<file path="config.mk">
export PLATFORM = sky130hd
export DESIGN_NAME = mag_cmp_pipe
export DESIGN_NICKNAME = d
export VERILOG_FILES = /design/src/rtl/mag_cmp_pkg.sv /design/src/rtl/mag_cmp_slice.sv /design/src/rtl/mag_cmp_pipe.sv
export SDC_FILE = /design/constraint.sdc
export NUM_CORES = 1
export LEC_CHECK = 0
export ABC_AREA = 1
export BUFFER_PORTS_ARGS = -buffer_cell sky130_fd_sc_hd__buf_2
export CORE_MARGIN = 1.5
export CORE_UTILIZATION = 30
export CTS_BUF_LIST = sky130_fd_sc_hd__clkbuf_16
export DETAILED_ROUTE_END_ITERATION = 12
export HOLD_SLACK_MARGIN = 0.1
export SLEW_MARGIN = 20
export SYNTH_ARGS = -nofsm -noshare
export SYNTH_HDL_FRONTEND = slang
export SYNTH_SLANG_ARGS = --single-unit
</file>
<file path="constraint.sdc">
create_clock -name clk -period 3.8 [get_ports clk]
set_clock_uncertainty 0.1 [all_clocks]
set_input_delay 0.76 -clock clk [delete_from_list [all_inputs] [get_ports clk]]
set_output_delay 0.76 -clock clk [all_outputs]
set_load 0.005 [all_outputs]
</file>
<file path="src/rtl/mag_cmp_pkg.sv">
// Shared definitions for the pipelined magnitude comparator: result encoding,
// per-stage decision flags and the operand-width helper used to size each stage.
package mag_cmp_pkg;

  localparam int RES_W = 3;

  // Result order is {gt, eq, lt}
  localparam logic [RES_W-1:0] RES_GT = 3'b100;
  localparam logic [RES_W-1:0] RES_EQ = 3'b010;
  localparam logic [RES_W-1:0] RES_LT = 3'b001;

  typedef struct packed {
    logic gt_d;
    logic lt_d;
  } flags_t;

  localparam int FLAG_W = $bits(flags_t);

  // Operand bits still to be compared once stage `stage` has consumed its slice.
  function automatic int rem_bits(input int width, input int slice, input int stage);
    return width - (stage + 1) * slice;
  endfunction

endpackage

</file>
<file path="src/rtl/mag_cmp_slice.sv">
// Combinational compare of one operand slice; an earlier decision always wins
// over this slice.
module mag_cmp_slice #(
  parameter int SLICE = 4
) (
  input  logic [SLICE-1:0] a_sl,
  input  logic [SLICE-1:0] b_sl,
  input  logic             gt_in,
  input  logic             lt_in,
  output logic             gt_out,
  output logic             lt_out
);

  always_comb begin
    gt_out = gt_in;
    lt_out = lt_in;
    if (!gt_in && !lt_in) begin
      gt_out = (a_sl > b_sl);
      lt_out = (a_sl < b_sl);
    end
  end

endmodule

</file>
<file path="src/rtl/mag_cmp_pipe.sv">
// Pipelined MSB-first magnitude comparator with valid/ready flow control.
// Define MAG_CMP_SIGNED_EN to compare the operands as two's complement.
module mag_cmp_pipe
  import mag_cmp_pkg::*;
#(
  parameter int WIDTH = 16,
  parameter int SLICE = 4
) (
  input  logic             clk,
  input  logic             reset,
  input  logic             in_valid,
  output logic             in_ready,
  input  logic [WIDTH-1:0] a,
  input  logic [WIDTH-1:0] b,
  output logic             out_valid,
  input  logic             out_ready,
  output logic             gt,
  output logic             eq,
  output logic             lt
);

  localparam int NSTAGES = (SLICE > 0) ? (WIDTH / SLICE) : 1;

  if (SLICE < 1) begin : g_bad_slice
    $error("mag_cmp_pipe: SLICE must be at least 1");
  end else if ((WIDTH % SLICE) != 0) begin : g_bad_width
    $error("mag_cmp_pipe: WIDTH must be a multiple of SLICE");
  end

  logic [WIDTH-1:0] a_cmp;
  logic [WIDTH-1:0] b_cmp;

`ifdef MAG_CMP_SIGNED_EN
  // Flipping the sign bit maps two's complement order onto unsigned order.
  localparam logic [WIDTH-1:0] MSB_MASK = WIDTH'(1) << (WIDTH - 1);
  assign a_cmp = a ^ MSB_MASK;
  assign b_cmp = b ^ MSB_MASK;
`else
  assign a_cmp = a;
  assign b_cmp = b;
`endif

  logic   [NSTAGES-1:0] vld_q;
  logic   [NSTAGES-1:0] vld_d;
  logic   [NSTAGES-1:0] src_vld;
  logic   [NSTAGES:0]   load;
  flags_t [NSTAGES-1:0] flg_q;
  flags_t [NSTAGES-1:0] flg_d;
  flags_t [NSTAGES-1:0] sl_f;

  for (genvar gi = 0; gi < NSTAGES; gi++) begin : g_stage
    localparam int REM_IN  = WIDTH - gi * SLICE;
    localparam int REM_OUT = rem_bits(WIDTH, SLICE, gi);

    logic [REM_IN-1:0] cur_a;
    logic [REM_IN-1:0] cur_b;
    flags_t            in_f;

    if (gi == 0) begin : g_head
      assign cur_a = a_cmp;
      assign cur_b = b_cmp;
      assign in_f  = '0;
    end else begin : g_tail
      assign cur_a = g_stage[gi-1].g_rem.rem_a_q;
      assign cur_b = g_stage[gi-1].g_rem.rem_b_q;
      assign in_f  = flg_q[gi-1];
    end

    mag_cmp_slice #(
      .SLICE (SLICE)
    ) u_slice (
      .a_sl   (cur_a[REM_IN-1 -: SLICE]),
      .b_sl   (cur_b[REM_IN-1 -: SLICE]),
      .gt_in  (in_f.gt_d),
      .lt_in  (in_f.lt_d),
      .gt_out (sl_f[gi].gt_d),
      .lt_out (sl_f[gi].lt_d)
    );

    // Only the bits below this stage's slice travel onward; the last stage keeps none.
    if (REM_OUT > 0) begin : g_rem
      logic [REM_OUT-1:0] rem_a_q;
      logic [REM_OUT-1:0] rem_a_d;
      logic [REM_OUT-1:0] rem_b_q;
      logic [REM_OUT-1:0] rem_b_d;

      always_comb begin
        rem_a_d = rem_a_q;
        rem_b_d = rem_b_q;
        if (load[gi]) begin
          rem_a_d = cur_a[REM_OUT-1:0];
          rem_b_d = cur_b[REM_OUT-1:0];
        end
      end

      always_ff @(posedge clk) begin
        rem_a_q <= rem_a_d;
        rem_b_q <= rem_b_d;
      end
    end
  end

  // A stage loads when empty or when its successor drains it this cycle.
  always_comb begin
    load          = '0;
    vld_d         = vld_q;
    flg_d         = flg_q;
    src_vld       = NSTAGES'({vld_q, in_valid});
    load[NSTAGES] = out_ready;
    for (int i = NSTAGES - 1; i >= 0; i--) begin
      load[i] = ~vld_q[i] | load[i+1];
    end
    for (int i = 0; i < NSTAGES; i++) begin
      if (load[i]) begin
        vld_d[i] = src_vld[i];
        flg_d[i] = sl_f[i];
      end
    end
  end

  always_ff @(posedge clk or posedge reset) begin
    if (reset) begin
      vld_q <= '0;
      flg_q <= '0;
    end else begin
      vld_q <= vld_d;
      flg_q <= flg_d;
    end
  end

  logic [FLAG_W-1:0] last_flags;
  logic [RES_W-1:0]  res;

  assign last_flags = flg_q[NSTAGES-1];

  always_comb begin
    res = '0;
    if (vld_q[NSTAGES-1]) begin
      case (last_flags)
        2'b10:   res = RES_GT;
        2'b01:   res = RES_LT;
        default: res = RES_EQ;
      endcase
    end
  end

  assign {gt, eq, lt} = res;
  assign out_valid    = vld_q[NSTAGES-1];
  assign in_ready     = load[0];

endmodule
</file>
==> metrics.txt, run 1 <==
# TYPE chip_impl_metric gauge
chip_impl_metric{name="setup_tns",unit="ns"} 0
chip_impl_metric{name="leakage",unit="nW"} 1.48
chip_impl_info{name="yosys-top-cells-count",value="edfxtp_1 (48), inv_1 (39), nand2_1 (35)"} 1
chip_impl_metric{name="detail-route-antenna-nets",unit=""} 0
chip_impl_info{name="netlist.top_cell.by_area",value="edfxtp_1"} 1
chip_impl_metric{name="final_layout_size_suffix_gt1_share",unit="%"} 26.5
chip_impl_metric{name="antennaDiodeCount",unit=""} 0
chip_impl_metric{name="timing.reg2reg.worst_path_depth",unit=""} 6
chip_impl_metric{name="port_buffers",unit=""} 40
chip_impl_metric{name="finalSetupViolCount",unit=""} 0
chip_impl_metric{name="drt_drc_violations_left",unit=""} 0
chip_impl_metric{name="syn_avg_cell_area",unit="um^2"} 12.9
chip_impl_metric{name="core_region_area",unit="um^2"} 7850
chip_impl_metric{name="power.density_cell_area",unit="nW/um^2"} 597
chip_impl_metric{name="routed_via_density",unit=""} 3.99
chip_impl_metric{name="die_area",unit="um^2"} 8800
chip_impl_metric{name="report.final.hold_viol_count",unit=""} 0
chip_impl_info{name="hold_class",value="flop to flop"} 1
chip_impl_metric{name="postSynthCellCount",unit=""} 192
chip_impl_metric{name="slew_headroom",unit="%"} 67.0
chip_impl_metric{name="die-width",unit="um"} 93.8
chip_impl_metric{name="grt_util_all_layers",unit="%"} 8.64
chip_impl_metric{name="yosys_warnings",unit=""} 0
chip_impl_metric{name="initial_utilization",unit="%"} 31.5
chip_impl_metric{name="finalWorstPathRequiredPeriod",unit="ns"} 2.31
chip_impl_metric{name="internal_power",unit="mW"} 1.42
chip_impl_info{name="most_common_cell_in_the_synthesized_netlist",value="edfxtp_1"} 1
chip_impl_metric{name="clk-insertion-delay-late",unit="ns"} 0.32
chip_impl_metric{name="worstPathArrival",unit="ns"} 1.45
chip_impl_metric{name="worst-slew-pin-transition",unit="ns"} 0.494
chip_impl_metric{name="crit_required",unit="ns"} 2.94
chip_impl_metric{name="async_flop_share",unit="%"} 20.0
chip_impl_metric{name="drt_initial_violations",unit=""} 31
chip_impl_metric{name="synth.net_count",unit=""} 246
chip_impl_info{name="worst-setup-path-type",value="input port to primary output"} 1
chip_impl_metric{name="grt_first_pass_wirelength",unit="mm"} 5.55
chip_impl_info{name="rsz0062_at_grt",value="no"} 1
chip_impl_metric{name="seqPwrFrac",unit="%"} 46.2
chip_impl_metric{name="die_y",unit="um"} 93.8
chip_impl_metric{name="cts_sinks",unit=""} 60
chip_impl_metric{name="max_freq",unit="MHz"} 434
chip_impl_metric{name="floorplan.io_pins",unit=""} 41
chip_impl_metric{name="synth.ff_latch_count",unit=""} 60
chip_impl_metric{name="maximum_number_of_pins_on_one_net_before_global_route_repair",unit=""} 27
chip_impl_metric{name="routed_wl",unit="mm"} 3.38
chip_impl_metric{name="layout-area-overhead-vs-synth",unit="%"} 25.4
chip_impl_metric{name="cts_made_buffers",unit=""} 9
chip_impl_info{name="run_status",value="finished, final reports clean"} 1
chip_impl_info{name="tritoncts_clock_tree",value="done"} 1
chip_impl_metric{name="total_number_of_h_tree_levels",unit=""} 3
chip_impl_metric{name="antenna_violations_before_repair",unit=""} 0
chip_impl_info{name="synth_ff_type",value="edfxtp_1"} 1
chip_impl_metric{name="ir_drop",unit="mV"} 0.329
chip_impl_metric{name="netlist_area_before_placement",unit="um^2"} 2470
chip_impl_metric{name="drt-pass1-iter-count",unit=""} 4
chip_impl_metric{name="p_comb_share",unit="%"} 12.5
chip_impl_metric{name="rows",unit=""} 32
chip_impl_metric{name="fillerInstances",unit=""} 800
chip_impl_metric{name="globalRoute.totalOverflow",unit=""} 0
chip_impl_metric{name="timing.final.crit_share",unit="%"} 60.7
chip_impl_metric{name="cts-hold-fix-buffers",unit=""} 0
chip_impl_metric{name="p_switching",unit="mW"} 0.432
chip_impl_metric{name="cts_setup_buffers",unit=""} 0
chip_impl_metric{name="power.share.switching",unit="%"} 23.3
chip_impl_metric{name="synth_seq_area_share",unit="%"} 70.4
chip_impl_metric{name="clock_slew_at_the_register_clock_pins_of_the_worst_setup_and_hold_paths",unit="ns"} 0.05
chip_impl_metric{name="number_of_global_route_vias_before_repair",unit=""} 1368
chip_impl_metric{name="via_count",unit=""} 1401
chip_impl_metric{name="synth_edf_count",unit=""} 48
chip_impl_metric{name="avgRoutedWirePerCell",unit="um"} 9.62
chip_impl_metric{name="final_hpwl_dp",unit="mm"} 2.52
chip_impl_metric{name="design.final.nets",unit=""} 298
chip_impl_metric{name="cap_viol_max_count",unit=""} 0
chip_impl_info{name="end_kind",value="primary output"} 1
chip_impl_metric{name="cts-root-to-sink-buffers",unit=""} 2
chip_impl_metric{name="power.share.clock",unit="%"} 41.3
chip_impl_metric{name="routability_congestion_estimate",unit=""} 0.692
chip_impl_metric{name="place.detailed.instances",unit=""} 335
chip_impl_metric{name="synth.lib_cells_used.distinct",unit=""} 19
chip_impl_metric{name="yosys.area.top_type_share",unit="%"} 58.3
chip_impl_metric{name="cp_max_fo",unit=""} 4
chip_impl_metric{name="finalNonFillerCells",unit=""} 351
chip_impl_metric{name="postCtsResizedCells",unit=""} 0
chip_impl_info{name="ys_top_cells_by_area",value="edfxtp_1 (58%), dfrtp_1 (12%), ha_1 (9.1%)"} 1
chip_impl_info{name="start_kind",value="input port"} 1
chip_impl_metric{name="holdPathStages",unit=""} 0
chip_impl_metric{name="final-max-slew-violation-count",unit=""} 0
chip_impl_info{name="cts_root_buffer",value="clkbuf_16"} 1
-- kinds of logic (layout without fill, tap and decap cells) --
| logic type | Yosys count | after routing | share of synthesized area [%] |
|---|---|---|---|
| compound gates | 12 | 12 | 2.98 |
| simple gates | 60 | 60 | 11.1 |
| fa+ha+maj | 18 | 18 | 9.10 |
| buf+inv | 42 | 99 | 6.42 |
| flops | 60 | 60 | 70.4 |
-- routing by layer --
metal	GRT usage, %	share of wire (%)	vias to the layer above
li1	-	-	734
met1	8.26	41	626
met2	15.5	53	36
met3	4.37	5.5	5
met4	3.73	0.74	0
met5	0	0	-
-- state kept, by name, summed over array words and instances (netlist names) --
name	count
flg_q	8
g_stage.g_rem.rem_a_q	24
g_stage.g_rem.rem_b_q	24
vld_q	4
-- critical path, cell delays in order --
cell	delay, ns
buf_2	0.12
inv_1	0.06
nand2_2	0.08
nor2_4	0.13
nand3_2	0.13
buf_2	0.16
-- power by group through the flow --
stage               logic (mW)  registers [mW]  clock network [mW]
floorplan                0.167           0.858                   0
CTS                      0.239           0.859               0.793
finish                   0.231           0.856               0.764
detailed placement       0.238           0.872                   0
global placement         0.229           0.868                   0
global route             0.278           0.866               0.819
-- layout by cell type, fill, tap and decap left out, types with 2 or more instances in the layout --
master	count
nor2_1	13
clkbuf_16	9
dfrtp_1	12
clkinv_2	3
a21oi_1	5
o21bai_1	4
ha_1	18
edfxtp_1	48
nand3_1	5
inv_2	2
buf_2	40
o21ai_0	2
nor2_4	2
inv_1	39
clkinvlp_4	2
nand2_1	35
-- path summary, 6_finish.rpt --
kind	from	endpoint	slack (ns)
min in group asynchronous	reset	flg_q[6]$_DFFE_PP0P_	0.37
setup / recovery	out_ready	in_ready	1.49
hold reg to reg	g_stage[0].g_rem.rem_a_q[0]$_DFFE_PP_	g_stage[1].g_rem.rem_a_q[0]$_DFFE_PP_	0.31
max in group asynchronous	reset	flg_q[2]$_DFFE_PP0P_	2.90
hold / removal	g_stage[0].g_rem.rem_a_q[0]$_DFFE_PP_	g_stage[1].g_rem.rem_a_q[0]$_DFFE_PP_	0.31
setup reg to reg	vld_q[3]$_DFFE_PP0P_	vld_q[0]$_DFFE_PP0P_	2.14
-- per-stage QoR --
stage                     worst slack [ns]  utilization [%]  instance area (um^2)  total power [mW]  hold WS [ns]
after floorplan                       1.53                -                  2470              1.02         0.300
after global placement                1.48             35.8                  2810              1.10         0.302
after detailed placement              1.48             35.8                  2810              1.11         0.305
after CTS                             1.48             39.5                  3100              1.89         0.315
after global routing                  1.44             39.5                  3100              1.96         0.319
final                                 1.49             39.5                  3100              1.85         0.314
-- layout make-up --
cell class | count | area [um^2] | share of cell area [%]
Tap cell | 102 | 128 | 4.11
Timing Repair Buffer | 41 | 208 | 6.70
Inverter | 42 | 159 | 5.12
Sequential cell | 60 | 1740 | 56.2
Multi-Input combinational cell | 90 | 573 | 18.5
Clock buffer | 9 | 225 | 7.26
Clock inverter | 7 | 67.6 | 2.18
Power figures use the tool's default switching activity.
==> inputs of run 2 (changes only) <==
--- a/config.mk
+++ b/config.mk
@@ -5,7 +5,7 @@
 export SDC_FILE = /design/constraint.sdc
 export NUM_CORES = 1
 export LEC_CHECK = 0
-export ABC_AREA = 1
+export ABC_AREA = 0
 export BUFFER_PORTS_ARGS = -buffer_cell sky130_fd_sc_hd__buf_2
 export CORE_MARGIN = 1.5
 export CORE_UTILIZATION = 30
==> constraint.sdc (replaced) <==
create_clock -name clk -period 2.4 [get_ports clk]
set_clock_uncertainty 0.1 [all_clocks]
set_input_delay 0.48 -clock clk [delete_from_list [all_inputs] [get_ports clk]]
set_output_delay 0.48 -clock clk [all_outputs]
set_load 0.005 [all_outputs]
==> run 2 against run 1 <==
  * Global-route usage is 0.18 points higher
  * First-iteration DRC count is 13% higher
  * Sequential cell count stayed put
  * Synthesized cell count is 22% lower
  * Design area is 2.2% lower
  * Non-clock buffer count is 2 higher
  * Total power is 60% higher
  * Highest routed layer unchanged
  * Routed wire length is 5.1% lower
  * Combinational power is 49% higher
==> metrics.txt, run 2 <==
# TYPE chip_impl_metric gauge
chip_impl_metric{name="synth.lib_cells_used.distinct",unit=""} 27
chip_impl_metric{name="routed_wl",unit="mm"} 3.20
chip_impl_metric{name="rows",unit=""} 32
chip_impl_info{name="largest_registers",value="g_stage.g_rem.rem_a_q: 24 flops, g_stage.g_rem.rem_b_q: 24 flops, flg_q: 8 flops"} 1
chip_impl_metric{name="design.final.nets",unit=""} 257
chip_impl_metric{name="antennaDiodeCount",unit=""} 0
chip_impl_metric{name="worstPathArrival",unit="ns"} 1.38
chip_impl_metric{name="timing.final.crit_share",unit="%"} 81.5
chip_impl_metric{name="finalWorstPathRequiredPeriod",unit="ns"} 1.96
chip_impl_info{name="critical_path.reg2reg.endpoint",value="g_stage[1].g_rem.rem_b_q[6]$_DFFE_PP_"} 1
chip_impl_metric{name="synth_seq_area_share",unit="%"} 73.3
chip_impl_metric{name="leakage",unit="nW"} 1.33
chip_impl_info{name="hold_class",value="input port to flop"} 1
chip_impl_metric{name="cp_max_fo",unit=""} 13
chip_impl_metric{name="via_count",unit=""} 1261
chip_impl_metric{name="synth.net_count",unit=""} 203
chip_impl_metric{name="final_layout_size_suffix_gt1_share",unit="%"} 29.0
chip_impl_metric{name="postSynthCellCount",unit=""} 149
chip_impl_metric{name="crit_required",unit="ns"} 1.82
chip_impl_info{name="mostFrequentLayoutCell",value="edfxtp_1"} 1
chip_impl_metric{name="timing.reg2reg.worst_path_depth",unit=""} 3
chip_impl_info{name="netlist.top_cell.by_area",value="edfxtp_1"} 1
chip_impl_info{name="synth_ff_type",value="edfxtp_1"} 1
chip_impl_metric{name="drt-pass1-iter-count",unit=""} 4
chip_impl_metric{name="regToRegSetupSlack",unit="ns"} 0.60
chip_impl_metric{name="core_region_area",unit="um^2"} 7690
chip_impl_metric{name="globalRoute.totalOverflow",unit=""} 0
chip_impl_metric{name="setup_tns",unit="ns"} 0
chip_impl_metric{name="postCtsResizedCells",unit=""} 0
chip_impl_metric{name="detail-route-antenna-nets",unit=""} 0
chip_impl_metric{name="yosys_warnings",unit=""} 0
chip_impl_metric{name="worst-slew-pin-transition",unit="ns"} 0.610
chip_impl_metric{name="final_hpwl_dp",unit="mm"} 2.32
chip_impl_metric{name="maximum_number_of_pins_on_one_net_before_global_route_repair",unit=""} 18
chip_impl_metric{name="routed_via_density",unit=""} 4.08
chip_impl_info{name="worst-setup-path-type",value="flop to primary output"} 1
chip_impl_metric{name="clock_slew_at_the_register_clock_pins_of_the_worst_setup_and_hold_paths",unit="ns"} 0.05
chip_impl_metric{name="finish.utilization",unit="%"} 39.5
chip_impl_info{name="hp_start",value="a[11]"} 1
chip_impl_metric{name="yosys.area.top_type_share",unit="%"} 60.7
chip_impl_metric{name="final-max-slew-violation-count",unit=""} 0
chip_impl_metric{name="cap_viol_max_count",unit=""} 0
chip_impl_metric{name="total_number_of_h_tree_levels",unit=""} 3
chip_impl_info{name="most_common_cell_in_the_synthesized_netlist",value="edfxtp_1"} 1
chip_impl_metric{name="antenna_violations_before_repair",unit=""} 0
chip_impl_info{name="setup.worst_path.start",value="vld_q[3]$_DFFE_PP0P_"} 1
chip_impl_metric{name="cts-root-to-sink-buffers",unit=""} 2
chip_impl_info{name="most_frequent_cells_in_the_layout",value="edfxtp_1 (48), buf_2 (40), inv_1 (24), ha_1 (18), dfrtp_1 (12)"} 1
chip_impl_info{name="end_kind",value="primary output"} 1
chip_impl_metric{name="synth.ff_latch_count",unit=""} 60
chip_impl_info{name="regToRegStartpoint",value="vld_q[3]$_DFFE_PP0P_"} 1
chip_impl_metric{name="finalSetupViolCount",unit=""} 0
chip_impl_metric{name="die_area",unit="um^2"} 8460
chip_impl_metric{name="cts_sinks",unit=""} 60
chip_impl_metric{name="floorplan.io_pins",unit=""} 41
chip_impl_info{name="min_to",value="g_stage[0].g_rem.rem_a_q[11]$_DFFE_PP_"} 1
chip_impl_metric{name="number_of_global_route_vias_before_repair",unit=""} 1246
chip_impl_info{name="rsz0062_at_grt",value="no"} 1
chip_impl_metric{name="avgRoutedWirePerCell",unit="um"} 10.4
chip_impl_metric{name="die_y",unit="um"} 92.0
chip_impl_metric{name="cts_made_buffers",unit=""} 9
chip_impl_metric{name="fillerInstances",unit=""} 730
chip_impl_metric{name="grt_util_all_layers",unit="%"} 8.82
chip_impl_metric{name="drt_drc_violations_left",unit=""} 0
chip_impl_metric{name="power.density_cell_area",unit="nW/um^2"} 980
chip_impl_info{name="cts_root_buffer",value="clkbuf_16"} 1
chip_impl_metric{name="port_buffers",unit=""} 40
chip_impl_metric{name="synth_edf_count",unit=""} 48
chip_impl_metric{name="drt_initial_violations",unit=""} 35
chip_impl_metric{name="holdPathStages",unit=""} 1
chip_impl_metric{name="grt_first_pass_wirelength",unit="mm"} 5.41
chip_impl_metric{name="async_flop_share",unit="%"} 20.0
chip_impl_metric{name="routability_congestion_estimate",unit=""} 0.716
chip_impl_metric{name="clk-insertion-delay-late",unit="ns"} 0.32
chip_impl_metric{name="die-width",unit="um"} 92.0
chip_impl_metric{name="initial_utilization",unit="%"} 30.9
chip_impl_metric{name="design_power_total",unit="mW"} 2.97
chip_impl_metric{name="max_freq",unit="MHz"} 511
chip_impl_metric{name="netlist_area_before_placement",unit="um^2"} 2370
chip_impl_metric{name="ir_drop",unit="mV"} 0.693
chip_impl_metric{name="slew_headroom",unit="%"} 59.2
chip_impl_metric{name="layout-area-overhead-vs-synth",unit="%"} 27.7
chip_impl_metric{name="syn_avg_cell_area",unit="um^2"} 15.9
chip_impl_info{name="yosys-top-cells-count",value="edfxtp_1 (48), inv_1 (24), ha_1 (18)"} 1
chip_impl_info{name="ys_top_cells_by_area",value="edfxtp_1 (61%), dfrtp_1 (13%), ha_1 (9.5%)"} 1
chip_impl_info{name="run_status",value="finished, final reports clean"} 1
chip_impl_info{name="tritoncts_clock_tree",value="done"} 1
chip_impl_info{name="start_kind",value="flop"} 1
chip_impl_metric{name="report.final.hold_viol_count",unit=""} 0
run 2: changes by cell type after synthesis, sizes merged, moves of 3 or more:
cell | before | now
nand2 | 36 | 6
inv | 41 | 24
nor2 | 15 | 3
nand3 | 7 | 1
o21bai | 4 | 0
a31oi | 0 | 3
and2 | 0 | 3
nand2b | 0 | 3
run 2: final cells by class:
| class | count | area [um^2] | area share (%) |
|---|---|---|---|
| Sequential cell | 60 | 1740 | 57.4 |
| Multi-Input combinational cell | 65 | 543 | 17.9 |
| Clock buffer | 9 | 225 | 7.43 |
| Timing Repair Buffer | 43 | 225 | 7.43 |
| Tap cell | 102 | 128 | 4.21 |
| Inverter | 24 | 90.1 | 2.97 |
| Clock inverter | 6 | 80.1 | 2.64 |
run 2: layer usage:
| layer | share of wire, % | up-vias | routed length [um] | GRT usage (%) |
|---|---|---|---|---|
| met3 | 6.6 | 5 | 210 | 4.81 |
| met1 | 42 | 578 | 1350 | 8.97 |
| li1 | - | 647 | - | - |
| met5 | 0 | - | 0 | 0 |
| met2 | 49 | 31 | 1580 | 14.5 |
| met4 | 2.1 | 0 | 67 | 4.62 |
run 2: metrics by stage:
stage	hold WS, ns	area (um^2)	instances	worst slack [ns]
2_1_floorplan	0.245	2370	149	0.721
3_3_place_gp	0.303	2720	293	0.419
3_5_place_dp	0.305	2720	293	0.436
4_1_cts	0.219	3030	309	0.399
5_1_grt	0.224	3030	309	0.338
6_report	0.237	3030	309	0.444
run 2: what timing repair did:
item                      CTS  global route
hold endpoints to repair   12             0
setup buffers               0             0
hold buffers                1             0
run 2: how the worst max path moves through the flow:
stage / to / slack (ns)
after global routing: in_ready / 0.34
after detailed placement: g_stage[1].g_rem.rem_b_q[7]$_DFFE_PP_ / 0.44
after floorplan: flg_q[3]$_DFFE_PP0P_ / 0.72
final: in_ready / 0.44
after global placement: g_stage[1].g_rem.rem_b_q[7]$_DFFE_PP_ / 0.42
after CTS: in_ready / 0.40
run 2: logic make-up (layout without fill, tap and decap cells):
kind of cell	after synthesis	count (layout)	synth area share [%]
AND/OR/NAND/NOR	22	22	5.53
adder cells (fa/ha/maj)	18	18	9.48
multiplexers	1	1	0.632
flip-flops	60	60	73.3
buffers and inverters	24	82	3.79
AO/OA/AOI/OAI	24	24	7.22
run 2: power breakdown:
part / switching [mW] / leakage, nW / internal (mW)
Sequential: 0.0584 / 0.626 / 1.29
Clock: 0.392 / 0.146 / 0.890
Combinational: 0.172 / 0.555 / 0.171
Total: 0.623 / 1.33 / 2.35
run 2: worst max-delay path: stages (launching register included):
cell	delay, ns
dfrtp_1	0.38
and3b_2	0.28
nand3_4	0.20
buf_2	0.19
